`config.mk`:
```
export PLATFORM = sky130hd
export DESIGN_NAME = pid_scheduler
export DESIGN_NICKNAME = d
export VERILOG_FILES = /design/src/rtl/pid_sched_pkg.sv /design/src/rtl/period_ticker.sv /design/src/rtl/pid_scheduler.sv
export SDC_FILE = /design/constraint.sdc
export NUM_CORES = 1
export LEC_CHECK = 0
export ABC_AREA = 1
export CAP_MARGIN = 30
export CORE_MARGIN = 2
export CORE_UTILIZATION = 40
export DETAILED_ROUTE_END_ITERATION = 8
export GPL_TIMING_DRIVEN = 0
export PLACE_DENSITY = 0.77
export REMOVE_ABC_BUFFERS = 1
export SYNTH_ARGS = -nofsm -noshare
export SYNTH_HDL_FRONTEND = slang
export SYNTH_SLANG_ARGS = --single-unit
```
`constraint.sdc`:
```
create_clock -name clk -period 2.27 [get_ports clk]
set_clock_uncertainty 0.15 [all_clocks]
set_input_delay 0.3405 -clock clk [delete_from_list [all_inputs] [get_ports clk]]
set_output_delay 0.3405 -clock clk [all_outputs]
set_load 0.02 [all_outputs]
```
`src/rtl/pid_sched_pkg.sv`:
```
`default_nettype none
// pid_sched_pkg: shared FSM state type and channel-selection helper for pid_scheduler (rev 1.0).
package pid_sched_pkg;

  localparam int MAX_CH = 32;
  localparam int MAX_CW = 5;

  typedef enum logic [1:0] {
    IDLE  = 2'd0,
    ISSUE = 2'd1,
    WAIT  = 2'd2
  } state_t;

  typedef struct packed {
    logic              found;
    logic [MAX_CW-1:0] idx;
  } sel_t;

  // Scan from the top so the last hit, i.e. the lowest set bit, wins.
  function automatic sel_t lowest_set(input logic [MAX_CH-1:0] mask);
    sel_t r;
    r.found = 1'b0;
    r.idx   = '0;
    for (int i = MAX_CH - 1; i >= 0; i--) begin
      if (mask[i]) begin
        r.found = 1'b1;
        r.idx   = MAX_CW'(i);
      end
    end
    return r;
  endfunction

endpackage
`default_nettype wire

```
`src/rtl/period_ticker.sv`:
```
`default_nettype none
// period_ticker: one-cycle tick every period+1 cycles while enabled (rev 1.0).
module period_ticker #(
  parameter int DIV_W = 16
) (
  input  logic             clk,
  input  logic             reset_n,
  input  logic             enable,
  input  logic [DIV_W-1:0] period,
  output logic             tick
);

  logic [DIV_W-1:0] r_count;
  logic             w_hit;

  // >= rather than == so a live period decrease below the count ticks at once.
  assign w_hit = enable && (r_count >= period);
  assign tick  = w_hit;

  always_ff @(posedge clk or negedge reset_n) begin
    if (!reset_n) begin
      r_count <= '0;
    end else if (!enable || w_hit) begin
      r_count <= '0;
    end else begin
      r_count <= r_count + 1'b1;
    end
  end

endmodule
`default_nettype wire

```
`src/rtl/pid_scheduler.sv`:
```
`default_nettype none
// pid_scheduler: shares one PID core across NCH channels, one request per enabled channel per frame (rev 1.0).
module pid_scheduler
  import pid_sched_pkg::*;
#(
  parameter int NCH   = 5,
  parameter int CW    = $clog2(NCH),
  parameter int W     = 16,
  parameter int DIV_W = 16
) (
  input  logic             clk,
  input  logic             reset_n,
  input  logic             enable,
  input  logic [NCH-1:0]   ch_enable,
  input  logic [DIV_W-1:0] period,
  output logic             req_valid,
  output logic [CW-1:0]    req_ch,
  input  logic             req_ready,
  input  logic             rsp_valid,
  input  logic [W-1:0]     rsp_data,
  output logic [NCH*W-1:0] out_data,
  output logic [NCH-1:0]   out_strobe,
  output logic             busy,
  output logic             overrun,
  input  logic             clr_overrun
);

  state_t           r_state, w_state_nxt;
  logic [NCH-1:0]   r_pending, w_pending_nxt;
  logic [CW-1:0]    r_req_ch, w_req_ch_nxt;
  logic [NCH*W-1:0] r_out_data;
  logic [NCH-1:0]   r_strobe;
  logic             r_overrun;
  logic             w_tick;
  logic             w_rsp_take;
  logic [NCH-1:0]   w_remaining;
  sel_t             w_first, w_next;

  period_ticker #(.DIV_W(DIV_W)) u_ticker (
    .clk     (clk),
    .reset_n (reset_n),
    .enable  (enable),
    .period  (period),
    .tick    (w_tick)
  );

  assign w_rsp_take  = (r_state == WAIT) && rsp_valid;
  assign w_remaining = r_pending & ~(NCH'(1) << r_req_ch);
  assign w_first     = lowest_set(MAX_CH'(ch_enable));
  assign w_next      = lowest_set(MAX_CH'(w_remaining));

  always_ff @(posedge clk or negedge reset_n) begin
    if (!reset_n) begin
      r_state   <= IDLE;
      r_pending <= '0;
      r_req_ch  <= '0;
    end else begin
      r_state   <= w_state_nxt;
      r_pending <= w_pending_nxt;
      r_req_ch  <= w_req_ch_nxt;
    end
  end

  always_comb begin
    w_state_nxt   = r_state;
    w_pending_nxt = r_pending;
    w_req_ch_nxt  = r_req_ch;
    unique case (r_state)
      IDLE: begin
        if (w_tick) begin
          w_pending_nxt = ch_enable;
          if (w_first.found) begin
            w_state_nxt  = ISSUE;
            w_req_ch_nxt = CW'(w_first.idx);
          end
        end
      end
      ISSUE: begin
        if (!enable) begin
          w_state_nxt   = IDLE;
          w_pending_nxt = '0;
        end else if (req_ready) begin
          w_state_nxt = WAIT;
        end
      end
      WAIT: begin
        // The outstanding transaction always completes; enable only gates what follows.
        if (rsp_valid) begin
          if (enable && w_next.found) begin
            w_state_nxt   = ISSUE;
            w_pending_nxt = w_remaining;
            w_req_ch_nxt  = CW'(w_next.idx);
          end else begin
            w_state_nxt   = IDLE;
            w_pending_nxt = '0;
          end
        end
      end
      default: begin
        w_state_nxt   = IDLE;
        w_pending_nxt = '0;
      end
    endcase
  end

  always_ff @(posedge clk or negedge reset_n) begin
    if (!reset_n) begin
      r_out_data <= '0;
      r_strobe   <= '0;
      r_overrun  <= 1'b0;
    end else begin
      r_strobe <= '0;
      if (w_rsp_take) begin
        r_out_data[r_req_ch*W +: W] <= rsp_data;
        r_strobe                    <= NCH'(1) << r_req_ch;
      end
      if (w_tick && (r_state != IDLE)) begin
        r_overrun <= 1'b1;
      end else if (clr_overrun) begin
        r_overrun <= 1'b0;
      end
    end
  end

  assign req_valid  = (r_state == ISSUE) && enable;
  assign req_ch     = r_req_ch;
  assign out_data   = r_out_data;
  assign out_strobe = r_strobe;
  assign busy       = (r_state != IDLE);
  assign overrun    = r_overrun;

endmodule
`default_nettype wire

```
Word level (Yosys, flattened, before mapping)
Cells that the tools add are included.

operators by class
  add/sub/neg operators = 2
  multipliers = 0
  div/mod/pow operators = 0
  $lt $le $gt $ge = 1
  eq/ne operators = 8
  shift-type cells = 3
  multiplexer cells = 32
  bitwise logic cells = 2
  reductions and logical operators = 14

operator list
  operator                                                 number
  bitwise mux 80 bit                                       1
  variable shift 16 x 34 -> 80 bit (first input constant)  1
  indexed part select 16 x 34 -> 80 bit                    1
  2-to-1 mux 6 bit                                         10
  negation 7 -> 34 bit                                     1
  2-to-1 mux 5 bit                                         5
  adder 16 x 1 -> 16 bit (second input constant)           1
  >= comparator 16 bit                                     1
  2-to-1 mux 16 bit                                        1
  one-hot mux 5 bit (3 select lines)                       1
  2-to-1 mux 3 bit                                         4
  2-to-1 mux 2 bit                                         5
  inequality test 2 bit (second input constant)            3
  one-hot mux 2 bit (3 select lines)                       1
  one-hot mux 3 bit (2 select lines)                       1
  nonzero test 2 bit                                       3
  AND 5 bit                                                1
  logical AND 1 bit                                        5
  inverter 5 bit                                           1
  AND reduction 5 bit                                      1
  left shift 1 x 3 -> 5 bit (first input constant)         1
  inequality test 2 x 1 -> 1 bit (second input constant)   2
  AND reduction 4 bit                                      1
  2-to-1 mux 1 bit                                         3
  other kinds (7)                                          7

storage, ports and cells
  register bits = 112
  latch bits = 0
  bits in writable memories = 0
  bits in read-only memories = 0
  bits of input ports = 43
  output and inout port bits = 91
  memories kept = 0

Logic depth before layout (Yosys ltp)
  word-level depth = 12
  depth in mapped cells = 17

By module
Synthesis repeated with hierarchy kept, for this count alone.

unflattened totals
  cells, all modules = 582
  area, all modules = 5292.6 µm²

by module, submodules not included
  module         instances  cells each  area each (µm²)  seq. area each (µm²)
  pid_scheduler  1          428         4041.4           2402.3
  period_ticker  1          154         1251.2           400.4

Worst setup path after synthesis
Ideal clock, no wire load.

  path kind = register to register
  start point = register r_req_ch[0], in the netlist req_ch[0]
  end point = register r_out_data[34], in the netlist out_data[34]
  library setup time = 0.132 ns
  arrival = 2.191 ns
  required time = 1.988 ns
  path slack = -0.203 ns
  cell stages (with the launch flop) = 10
  buffers on the path = 1
  cell sequence = dfrtp_1 inv_1 ha_1 ha_1 nand2_1 nor2_1 nand3_1 clkbuf_1 nand2_1 o21ai_0

between the ends
  word-level cells in the longest chain between the ends = 3

RTL lines
  what                                                                                              line                  source
  start: declaration                                                                                pid_scheduler.sv:30   logic [CW-1:0] r_req_ch, w_req_ch_nxt;
  start signal: assignment                                                                          pid_scheduler.sv:60   r_req_ch <= w_req_ch_nxt;
  negation 7 -> 34 bit *                                                                            pid_scheduler.sv:114  r_out_data[r_req_ch*W +: W] <= rsp_data;
  indexed part select 16 x 34 -> 80 bit / variable shift 16 x 34 -> 80 bit (equally long branches)  pid_scheduler.sv:114
  bitwise mux 80 bit *                                                                              pid_scheduler.sv:114
  end signal: indexed assignment                                                                    pid_scheduler.sv:114
  end: declaration                                                                                  pid_scheduler.sv:31   logic [NCH*W-1:0] r_out_data;

Mark *: on every way between the ends. The rest lies on a longest branch, timed or not.
A chain may end at the register's enable or synchronous reset.

Worst setup path after layout
  start point = register r_state[1]
  end point = output port busy

between the ends
  word-level cells in the longest chain between the ends = 1

RTL lines
  what                      line                  source
  start: declaration        pid_scheduler.sv:28   state_t r_state, w_state_nxt;
  start signal: assignment  pid_scheduler.sv:58   r_state <= w_state_nxt;
  nonzero test 2 bit        pid_scheduler.sv:129  assign busy = (r_state != IDLE);
  end: declaration          pid_scheduler.sv:23   output logic busy,

No other way between the ends.

==> impl_results.md <==
- Die Ht: 119 um
- Layout Area Growth over Synthesis: 40.0%
- Total power: 6.10 mW
- Largest family of logic cells by synthesized area: simple AND/OR/NAND/NOR gates
- Worst hold path type: flip-flop to flip-flop
- GP Congestion: 0.878
- Max-cap violations: 0
- Setup TNS: 0 ps
- Vias in the first global route: 4381
- Post-Synth Simple-Gate Area: 0.204
- Setup CP Type: flip-flop to output port
- Yosys Warn Count: 0
- Routed Wire Length: 13.8 mm
- Max Clk Rate: 0.455 GHz
- Residual DRC: 0
- Crit path launch: r_state[1]
- Largest cells by area after synthesis: dfrtp_1 53%, nand2_1 11%, ha_1 5.5%
- RSZ-0062 raised after global routing: false
- Via count: 4518
- Final Hold Fails: 0
- Routed Antenna Nets: 0
- Placed cells: 867
- TritonCTS sink count: 112
- CTS tree: yes
- Power density cells: 830 mW/mm^2
- Final instance area: 0.00735 sq mm
- Crit path required time: 1780 ps
- Worst-Skew Late Latency: 350 ps
- Mean Syn Cell Area: 9.09 sq um
- Synthesized cell area: 0.00525 sq mm
- Most frequent cells in the layout: 147 x nand2_1, 131 x clkdlybuf4s50_1, 107 x dfrtp_1
- Fin crit period: 2200 ps
- Overall Global Routing Usage: 0.193
- Adder-cell share of the synthesized area: 0.0548
- LEAKAGE: 3.36 nW
- Worst Path Max Fanout: 6
- HPWL after DPL: 9.50 mm
- Share of cells above drive strength 1: 0.129
- Global route overflow: 0
- Full die area: 0.0141 sq mm
- # diodes: 0
- Die X: 119 um
- Area of the multi-input gates: 0.00226 sq mm
- Rel. slew slack: 0.545
- Cts bufs inserted: 9
- CTS root buf: clkbuf_16
- Largest net degree at the start of global routing: 62
- Yosys reg bits: 112
- Cells after Synth: 577
- PortBufs: 133
- VDD IR max: 0.512 mV
- Startpoint class of the critical path: flip-flop
- Htree depth: 3
- Critical path capture point type: output port
- Unique masters post-synth: 37
- Post-Synth XOR/XNOR Area: 0.00835
- Area after DPL: 0.00674 sq mm
- Fill cell count: 1128
- Worst EP arrival: 1710 ps
- Final non-filler cell total: 899
- Worst r2r src: req_ch[0]
- DR pass1 iterations: 5
- Drt first-iter violations: 303
- Worst hold start: out_data[23]
- Post-synthesis mux area share: 0.00215
- Sequential area share after synthesis: 0.534
- Status: finished, final reports clean
- Core area: 0.0127 sq mm
- Least-Margin Pin Slew: 683 ps
- Complex-gate fraction of the synthesized area: 0.124
- Global-route wire length before repair: 21.6 mm
- # IOs: 134
- Clk slew on worst S/H paths: 70 ps
- Initial Utilization: 0.412
- Cell taking the most area after synthesis: dfrtp_1
- Nets: 789
- # rows: 41
- Tcrit/Tclk final: 0.968
- Max Slew Vio Count: 0
- Commonest non-fill, non-tap cell in the layout: nand2_1
- Reg area: 0.00281 sq mm
- Top-area cell type share of the netlist area: 0.534
- CTS max path bufs: 2
- Initial antenna violation count: 0
- Wire per inst: 15.4 um
- Vias per cell: 5.03
- Final setup viols: 0
## what timing repair did
item,CTS,global route
hold buffers,1,0
gates resized for setup,20,33
setup endpoints to repair,97,77
buffers inserted,10,3
pin swaps,5,7
endpoints found under the hold margin,51,0
gates cloned,1,2
## cells in the mapped netlist
cell	n
xor2_1	3
buf_2	1
a21boi_0	1
ha_1	23
o21ai_2	15
o32ai_1	1
nand3_1	15
o22ai_1	6
nor3b_1	2
o21a_1	6
nor2_1	37
buf_4	1
mux2_2	1
a21boi_2	1
nor3_1	11
nor2_4	2
clkbuf_1	10
nor4_2	1
o21ai_0	50
nor3_4	1
nor2_8	1
nand2_1	151
nand4_1	13
inv_1	64
a21oi_1	12
nand4_4	1
o21bai_1	2
dfrtp_1	112
inv_2	6
o41ai_1	3
nor4_1	1
nor3_2	1
nand3_4	1
buf_6	6
nand3_2	1
o21ai_1	12
xnor2_1	2
## report_power, final
group | switching, mW | leakage (nW) | internal, mW
sequential | 0.190 | 1.54 | 2.26
clock | 0.693 | 0.128 | 0.771
combinational | 1.28 | 1.69 | 0.907
## worst paths after layout
path                       cells past startpoint  slack [ps]            to
max in group asynchronous                      3         830  out_data[39]
max reg2reg                                   13         120     req_ch[1]
min                                            2         330  out_data[23]
min reg2reg                                    2         330  out_data[23]
min in group asynchronous                      2         410    r_state[0]
max                                            3          70          busy
## critical path, cell delays in order (launching register included)
cell             delay (ps)
dfrtp_2                 480
nor2_4                  210
inv_1                   120
clkdlybuf4s50_1         550
## through the flow
stage	util	hold slack, ps	setup WS (ps)
final	0.578	333	73.7
after global routing	0.578	353	1.59
after CTS	0.564	334	1.03
after detailed placement	0.530	261	-1010
after global placement	0.525	311	-3420
after floorplan	-	-105	-526
## layer usage
| metal | vias up | GRT usage | part of all wire |
|---|---|---|---|
| met5 | - | 0 | 0 |
| met2 | 123 | 0.329 | 0.50 |
| li1 | 2189 | - | - |
| met4 | 0 | 0.0580 | 0.015 |
| met3 | 19 | 0.0410 | 0.050 |
| met1 | 2187 | 0.247 | 0.43 |
## state kept, by name (all words and copies together) (netlist names)
| register | flops |
|---|---|
| out_data | 80 |
| r_state | 2 |
| overrun | 1 |
| r_pending | 5 |
| req_ch | 3 |
| u_ticker.r_count | 16 |
| out_strobe | 5 |
## kinds of logic (layout without fill, tap and decap cells)
logic type,Yosys count,count (layout)
AOI/OAI and AO/OA,109,109
buffers and inverters,88,235
adders and majority gates,23,23
DFF,112,112
and+or+nand+nor,239,242
xor gates and xnor gates,5,5
muxes,1,1
## cell type report
type,count,share of cell area
flip-flops and latches,112,0.382
clock inverters,4,0.00392
repair buffers,150,0.207
well taps,172,0.0293
inverters,70,0.0373
multi-input cells,380,0.307
clock buffers,11,0.0330
Note: power is estimated with default switching activity, not from simulation.
